[src/rtl/tempest_spinner.sv]
// Joystick left/right or absolute paddle to the 4-bit relative spinner count of the Tempest core.
// Define SPINNER_ACCEL_EN to enable hold-time acceleration in digital mode.
module tempest_spinner #(
  parameter int unsigned CLK_HZ     = 50000000,
  parameter int unsigned STEP_HZ    = 1000,
  parameter int unsigned ACCEL_MAX  = 4,
  parameter int unsigned HOLD_TICKS = 32
) (
  input  logic       clk_i,
  input  logic       btnCpuReset,
  input  logic       joy_left,
  input  logic       joy_right,
  input  logic       use_paddle,
  input  logic [7:0] paddle_i,
  output logic [3:0] pos_o,
  output logic       dir_o,
  output logic       tick_o
);

  localparam int unsigned DIV = CLK_HZ / STEP_HZ;
  localparam int unsigned DW  = (DIV > 1) ? $clog2(DIV) : 1;
  localparam logic [DW-1:0] DIV_LAST = DW'(DIV - 1);

  if (DIV < 2) begin : g_bad_div
    $error("tempest_spinner: CLK_HZ/STEP_HZ must be at least 2");
  end
  if (ACCEL_MAX < 1 || ACCEL_MAX > 7) begin : g_bad_accel
    $error("tempest_spinner: ACCEL_MAX must be 1..7");
  end
  if (HOLD_TICKS < 1) begin : g_bad_hold
    $error("tempest_spinner: HOLD_TICKS must be at least 1");
  end

  logic [1:0] left_sync, right_sync, mode_sync;
  logic       mode_prev;
  logic       left_s, right_s, paddle_mode, mode_rise;

  always_ff @(posedge clk_i or negedge btnCpuReset) begin
    if (!btnCpuReset) begin
      left_sync  <= '0;
      right_sync <= '0;
      mode_sync  <= '0;
      mode_prev  <= 1'b0;
    end else begin
      left_sync  <= {left_sync[0], joy_left};
      right_sync <= {right_sync[0], joy_right};
      mode_sync  <= {mode_sync[0], use_paddle};
      mode_prev  <= mode_sync[1];
    end
  end

  assign left_s      = left_sync[1];
  assign right_s     = right_sync[1];
  assign paddle_mode = mode_sync[1];
  assign mode_rise   = mode_sync[1] & ~mode_prev;

  // A paddle sample is only trusted once two consecutive registered copies agree.
  logic [7:0] pad_r1, pad_r2, pad_acc;

  always_ff @(posedge clk_i or negedge btnCpuReset) begin
    if (!btnCpuReset) begin
      pad_r1  <= '0;
      pad_r2  <= '0;
      pad_acc <= '0;
    end else begin
      pad_r1 <= paddle_i;
      pad_r2 <= pad_r1;
      if (pad_r1 == pad_r2) pad_acc <= pad_r2;
    end
  end

  logic [DW-1:0] div_cnt;

  always_ff @(posedge clk_i or negedge btnCpuReset) begin
    if (!btnCpuReset) begin
      div_cnt <= '0;
      tick_o  <= 1'b0;
    end else if (div_cnt == DIV_LAST) begin
      div_cnt <= '0;
      tick_o  <= 1'b1;
    end else begin
      div_cnt <= div_cnt + DW'(1);
      tick_o  <= 1'b0;
    end
  end

`ifdef SPINNER_ACCEL_EN
  localparam int unsigned HW = (HOLD_TICKS > 1) ? $clog2(HOLD_TICKS) : 1;
  localparam logic [HW-1:0] HOLD_LAST = HW'(HOLD_TICKS - 1);
  localparam logic [2:0]    STEP_MAX  = 3'(ACCEL_MAX);
  logic [2:0]    step_q, step_n, step_cur;
  logic [HW-1:0] hold_q, hold_n, hold_cur;
`endif

  logic [3:0]        pos_n, d, mv;
  logic              dir_n, seed_q, seed_n;
  logic [7:0]        last_q, last_n;
  logic signed [8:0] delta;

  always_comb begin
    pos_n  = pos_o;
    dir_n  = dir_o;
    last_n = last_q;
    seed_n = seed_q | mode_rise;
    mv     = 4'd1;
    delta  = $signed({1'b0, pad_acc}) - $signed({1'b0, last_q});
    if (delta > 9'sd7)       d = 4'd7;
    else if (delta < -9'sd7) d = 4'b1001;
    else                     d = delta[3:0];
`ifdef SPINNER_ACCEL_EN
    step_n   = step_q;
    hold_n   = hold_q;
    step_cur = step_q;
    hold_cur = hold_q;
`endif
    if (tick_o) begin
      if (paddle_mode) begin
`ifdef SPINNER_ACCEL_EN
        step_n = 3'd1;
        hold_n = '0;
`endif
        if (seed_n) begin
          last_n = pad_acc;
          seed_n = 1'b0;
        end else begin
          // Only the clamped part is consumed; the rest of the delta carries to later ticks.
          pos_n  = pos_o + d;
          last_n = last_q + {{4{d[3]}}, d};
          if (d != 4'd0) dir_n = ~d[3];
        end
      end else if (left_s ^ right_s) begin
        dir_n = right_s;
`ifdef SPINNER_ACCEL_EN
        if (right_s != dir_o) begin
          step_cur = 3'd1;
          hold_cur = '0;
        end
        mv = {1'b0, step_cur};
        if (hold_cur == HOLD_LAST) begin
          hold_n = '0;
          step_n = (step_cur < STEP_MAX) ? step_cur + 3'd1 : step_cur;
        end else begin
          hold_n = hold_cur + HW'(1);
          step_n = step_cur;
        end
`endif
        pos_n = right_s ? pos_o + mv : pos_o - mv;
      end else begin
`ifdef SPINNER_ACCEL_EN
        step_n = 3'd1;
        hold_n = '0;
`endif
      end
    end
  end

  always_ff @(posedge clk_i or negedge btnCpuReset) begin
    if (!btnCpuReset) begin
      pos_o  <= '0;
      dir_o  <= 1'b0;
      last_q <= '0;
      seed_q <= 1'b1;
`ifdef SPINNER_ACCEL_EN
      step_q <= 3'd1;
      hold_q <= '0;
`endif
    end else begin
      pos_o  <= pos_n;
      dir_o  <= dir_n;
      last_q <= last_n;
      seed_q <= seed_n;
`ifdef SPINNER_ACCEL_EN
      step_q <= step_n;
      hold_q <= hold_n;
`endif
    end
  end

endmodule

[config.mk]
export PLATFORM = sky130hd
export DESIGN_NAME = tempest_spinner
export DESIGN_NICKNAME = d
export VERILOG_FILES = /design/src/rtl/tempest_spinner.sv
export SDC_FILE = /design/constraint.sdc
export NUM_CORES = 1
export LEC_CHECK = 0
export CORE_AREA = 2 2 77 79
export DETAILED_ROUTE_END_ITERATION = 10
export DIE_AREA = 0 0 79 81
export HOLD_SLACK_MARGIN = 0.1
export PLACE_DENSITY = 0.78
export SETUP_SLACK_MARGIN = 0.05
export SLEW_MARGIN = 20
export SYNTH_ARGS = -nofsm -noshare
export SYNTH_HDL_FRONTEND = slang
export SYNTH_SLANG_ARGS = --single-unit
[constraint.sdc]
create_clock -name clk_i -period 6 [get_ports clk_i]
set_input_delay 0.6 -clock clk_i [delete_from_list [all_inputs] [get_ports clk_i]]
set_output_delay 0.6 -clock clk_i [all_outputs]
set_load 0.01 [all_outputs]
After elaboration in Yosys (flattened, before gate mapping):

Cells that the tools add are included.

* bitwise operators: 5
* reductions and logical operators: 5
* $lt $le $gt $ge: 2
* add/subtract/negate cells: 6
* mux-type cells: 15
* eq/ne operators: 4

Operators with widths (number)
* 2-to-1 mux 4 bit: 6
* adder 16 x 1 -> 16 bit (second input constant): 1
* == test 16 bit (second input constant): 1
* 2-to-1 mux 16 bit: 1
* greater-than comparator 9 x 4 -> 1 bit (second input constant): 1
* < comparator 9 x 4 -> 1 bit (second input constant): 1
* subtractor 8 x 8 -> 9 bit: 1
* adder 8 bit: 1
* == test 8 bit: 1
* 2-to-1 mux 8 bit: 1
* 2-to-1 mux 1 bit: 7
* adder 4 x 1 -> 4 bit (second input constant): 1
* adder 4 bit: 1
* AND reduction 4 bit: 1
* nonzero test 4 bit: 1
* subtractor 4 x 1 -> 4 bit (second input constant): 1
* AND reduction 3 bit: 1
* != test 2 x 1 -> 1 bit (second input constant): 1
* != test 2 bit (second input constant): 1
* NOT 1 bit: 2
* AND reduction 2 bit: 1
* nonzero test 2 bit: 1
* bitwise AND 1 bit: 1
* OR 1 bit: 1
* XOR 1 bit: 1

* word-level logic and storage cells: 50
* register bits after elaboration: 62
* output and inout port bits: 6
* input bits: 13

Longest topological paths before layout:

* depth after elaboration: 8
* depth in mapped cells: 19
* depth with buffers taken out: 19

Worst setup path after synthesis:

Ideal clock, no wire load.

* kind: register to register
* start point: register pad_acc[0]
* end point: register last_q[6]
* library setup time: 0.124 ns
* data arrival time: 3.746 ns
* period minus slack after synthesis: 3.869 ns
* stages on the path, launching flop included: 19
* required time: 5.876 ns
* path slack: 2.131 ns
* buffers on the path: 0
* cells stage by stage: dfrtp_1 > inv_1 > ha_1 > inv_1 > fa_1 > xor2_1 > nor2_1 > a211oi_1 > nand4_1 > nor3_1 > mux2_2 > nand2_1 > ha_1 > fa_1 > a21o_1 > or4_1 > mux2i_1 > a31oi_1 > a2bb2oi_1

* word-level cells in the longest chain between the ends: 6
* elaborated cells on any way between the ends: 7
* those cells by class: add/sub (2); order compare (2); mux (3)

Ends and longest elaborated chain
* from (decl): RTL line 58 `logic [7:0] pad_r1, pad_r2, pad_acc;`
* from (signal assigned): RTL line 68 `if (pad_r1 == pad_r2) pad_acc <= pad_r2;`
* subtractor 8 x 8 -> 9 bit (*): RTL line 106 `delta = $signed({1'b0, pad_acc}) - $signed({1'b0, last_q});`
* < comparator 9 x 4 -> 1 bit: RTL line 108 `else if (delta < -9'sd7) d = 4'b1001;`
* 2-to-1 mux 4 bit: RTL line 108
* 2-to-1 mux 4 bit (*): RTL line 107 `if (delta > 9'sd7) d = 4'd7;`
* adder 8 bit (*): RTL line 128 `last_n = last_q + {{4{d[3]}}, d};`
* 2-to-1 mux 8 bit (*): RTL line 122 `if (seed_n) begin`
* to (signal assigned): RTL line 170 `last_q <= last_n;`
* to (decl): RTL line 97 `logic [7:0] last_q, last_n;`

Every way passes the cells marked *; elsewhere a longest branch is shown, timed or not.
A chain may end at the register's enable or synchronous reset.

Worst setup path after layout:

Same ends and word-level chain as after synthesis.

==> impl_metrics.json <==
{
  "outcome": "complete, no violations",
  "internal_power_uw": 794,
  "dp_hpwl_mm": 4.16,
  "yosysSeqAreaShare_pct": 48.5,
  "yosysTopAreaCell": "dfrtp_1",
  "yosysUniqueCellTypes": 46,
  "drc": 0,
  "clockPowerShare_pct": 35.2,
  "rrSetupSlack_ns": 1.71,
  "root_buffer": "clkbuf_8",
  "switching_power_uw": 325,
  "critPathKind": "reg2reg",
  "tightest_slew_ns": 0.745,
  "slew_headroom_pct": 50.3,
  "path_buf_inv": 2,
  "yosys_warnings": 0,
  "n_fill_cell": 473,
  "synth_top_area_share_pct": 47.7,
  "critical_path_required_ns": 6.22,
  "setup_violations": 0,
  "swShare_pct": 29.0,
  "ys.flop_type": "dfrtp_1",
  "timing.rr.start": "pad_acc[0]",
  "antenna_found_initial": 0,
  "synth_nets": 341,
  "clkTransAtPathRegs_ns": 0.07,
  "hp-start": "mode_sync[0]",
  "cts_htree_levels": 3,
  "async_flop_share_pct": 100,
  "via_count": 2292,
  "numCtsBuffers": 9,
  "r2r-end": "last_q[6]",
  "wl_per_cell_um": 13.7,
  "seqPwrFrac_pct": 40.0,
  "crit_path_start_kind": "flop",
  "period_share_pct": 71.6,
  "whs_path_depth": 0,
  "nNetsFinal": 366,
  "die_area_mm2": 0.00640,
  "postCtsResizedCells": 0,
  "die_h_um": 81,
  "crit_chain": "inv_1 -> ha_1 -> inv_1 -> fa_1 -> xor2_1 -> nor2_1 -> a211oi_1 -> nand4_1 -> nor3_1 -> mux2_2 -> nand2_1 -> ha_1 -> fa_1 -> a21o_1 -> or4_1 -> mux2i_1 -> a31oi_1 -> a2bb2oi_1",
  "first_pass_iters": 4,
  "p_comb_share_pct": 24.7,
  "vdd_drop_max_v": 0.000202,
  "antenna_cells": 0,
  "drv_cap": 0,
  "drive_gt1_share_pct": 11.5,
  "multi_input_area_mm2": 0.00157,
  "synth_cells": 309,
  "initial_core_util_pct": 56.4,
  "power_uw": 1120,
  "slowest_stage": "fa_1",
  "cts_tree": "yes",
  "synthTopCellsByCount": "dfrtp_1, nor2_1, nand2_1, xnor2_1, ha_1",
  "critical_path_arrival_ns": 4.51,
  "avgSynthCellArea_um2": 10.4,
  "ctsHoldBuffers": 0,
  "synth_area_leaders": "dfrtp_1, ha_1, xnor2_1",
  "grt_max_degree": 63,
  "synth_edf_count": 0,
  "overflow": 0,
  "cts_setup_buffers": 0,
  "syn_area_mm2": 0.00320,
  "yosys_register_bits": 62,
  "r2r_cells": 18,
  "leakage_uw": 0.00162,
  "port_buffers": 18,
  "die_w_um": 79,
  "io_pins": 19,
  "setup_ws_ns": 1.71,
  "crit_fanout": 4,
  "p_per_area_mw_per_mm2": 304,
  "drt_iter0_drc": 197,
  "cts.path.max_buffers": 2,
  "rows": 28,
  "grt_pass1_vias": 2247,
  "register_area_mm2": 0.00155,
  "avgViaCountPerCell": 5.54,
  "min_period_ns": 4.29,
  "yosysMostFrequentCell": "dfrtp_1",
  "finClkSkew_ns": 0.00820,
  "hold_viol": 0,
  "holdPathEnd": "mode_sync[1]",
  "coreArea_mm2": 0.00568,
  "hold_slack_ns": 0.349,
  "path_delay_family": "adder cells",
  "timing.fmax_mhz": 233,
  "syn_to_final_growth_pct": 14.9,
  "fin_tns_setup_ns": 0,
  "rsz0062_at_grt": "no",
  "clock-sinks": 62,
  "place.gp.congestion": 0.881,
  "slew_viol_final": 0,
  "pre_cts_ws_ns": 1.75,
  "clk_latency_ns": 0.33,
  "detail-route-antenna-nets": 0,
  "max_stage_delay_ns": 0.41,
  "routed_wl_mm": 5.66,
  "cp-end-kind": "flop",
  "grt.total_usage_pct": 20.2,
  "grt_pass1_wl_mm": 9.98,
  "hold_class": "reg2reg"
}
[logic make-up after synthesis]
group                      count (synthesis)  synth area share [%]
and+or+nand+nor                          110                  16.5
AOI/OAI and AO/OA                         55                  11.8
adders and majority gates                 19                  8.13
DFF                                       62                  48.5
xor gates and xnor gates                  29                  7.94
buffers and inverters                     21                  2.58
muxes                                     13                  4.53
[worst max-delay path by stage]
| stage | start | endpoint | slack (ns) | cells after the start |
|---|---|---|---|---|
| floorplan | pad_acc[0] | last_q[6] | 2.13 | 18 |
| global placement | pad_acc[0] | last_q[6] | 1.85 | 18 |
| detailed placement | pad_acc[0] | last_q[6] | 1.75 | 18 |
| CTS | pad_acc[0] | last_q[6] | 1.74 | 18 |
| global route | pad_acc[0] | last_q[6] | 1.32 | 18 |
| finish | pad_acc[0] | last_q[6] | 1.71 | 18 |
[routing by layer]
layer / GRT usage, % / vias to the layer above / part of all wire (%)
li1: - / 1135 / -
met1: 25.3 / 1110 / 47
met2: 33.3 / 36 / 49
met3: 5.00 / 11 / 2.7
met4: 9.48 / 0 / 1.7
met5: 0 / - / 0
[registers in the layout, summed over array words and instances (netlist names)]
name and count:
dir_o 1, div_cnt 16, last_q 8, left_sync 2, mode_prev 1, mode_sync 2
pad_acc 8, pad_r1 8, pad_r2 8, pos_o 4, right_sync 2, seed_q 1
tick_o 1
[area by class of cell]
cell class              count  share of cell area [%]
well taps                  75                    2.55
clock buffers              12                    3.95
repair buffers             20                    5.17
clock inverters             4                    1.90
inverters                  15                    1.53
flip-flops and latches     62                    42.2
multi-input cells         226                    42.7
[power groups by stage]
stage / Clock, uW / Sequential, uW / Combinational [uW]
global placement: 0 / 455 / 272
finish: 394 / 448 / 277
detailed placement: 0 / 456 / 276
CTS: 404 / 448 / 278
global route: 422 / 450 / 312
floorplan: 0 / 451 / 216
[worst register-to-register path, stage by stage (launching register included)]
cell	delay (ns)
dfrtp_1	0.37
inv_1	0.10
ha_1	0.15
inv_1	0.05
fa_1	0.41
xor2_1	0.31
nor2_1	0.12
a211oi_1	0.23
nand4_1	0.11
nor3_1	0.32
mux2_2	0.25
nand2_1	0.07
ha_1	0.22
fa_1	0.40
a21o_1	0.24
or4_1	0.40
mux2i_1	0.18
a31oi_1	0.11
a2bb2oi_1	0.13
[per-stage QoR]
| step | cell area [um^2] | std cells | utilization (%) |
|---|---|---|---|
| 2_1_floorplan | 3200 | 309 | - |
| 3_3_place_gp | 3460 | 398 | 60.9 |
| 3_5_place_dp | 3460 | 398 | 60.9 |
| 4_1_cts | 3670 | 414 | 64.7 |
| 5_1_grt | 3680 | 414 | 64.8 |
| 6_report | 3680 | 414 | 64.8 |
[cells in the final DEF, fill, tap and decap left out, drive strengths merged, types with 2 or more instances in the layout]
master and n:
a21o 7, ha 16, a2bb2oi 2, xnor2 17, or3 4, o21ai 13
buf 3, and3 2, nor3 9, dfrtp 61, a211oi 6, nand3 14
a21oi 10, fa 3, clkdlybuf4s50 17, o211ai 5, clkbuf 12, mux2 12
or2 2, clkinv 2, a41oi 2, nand2 29, inv 15, bufinv 2
nor2b 2, nand4 11, a31oi 5, nor2 31, xor2 12
Power figures use the tool's default switching activity.
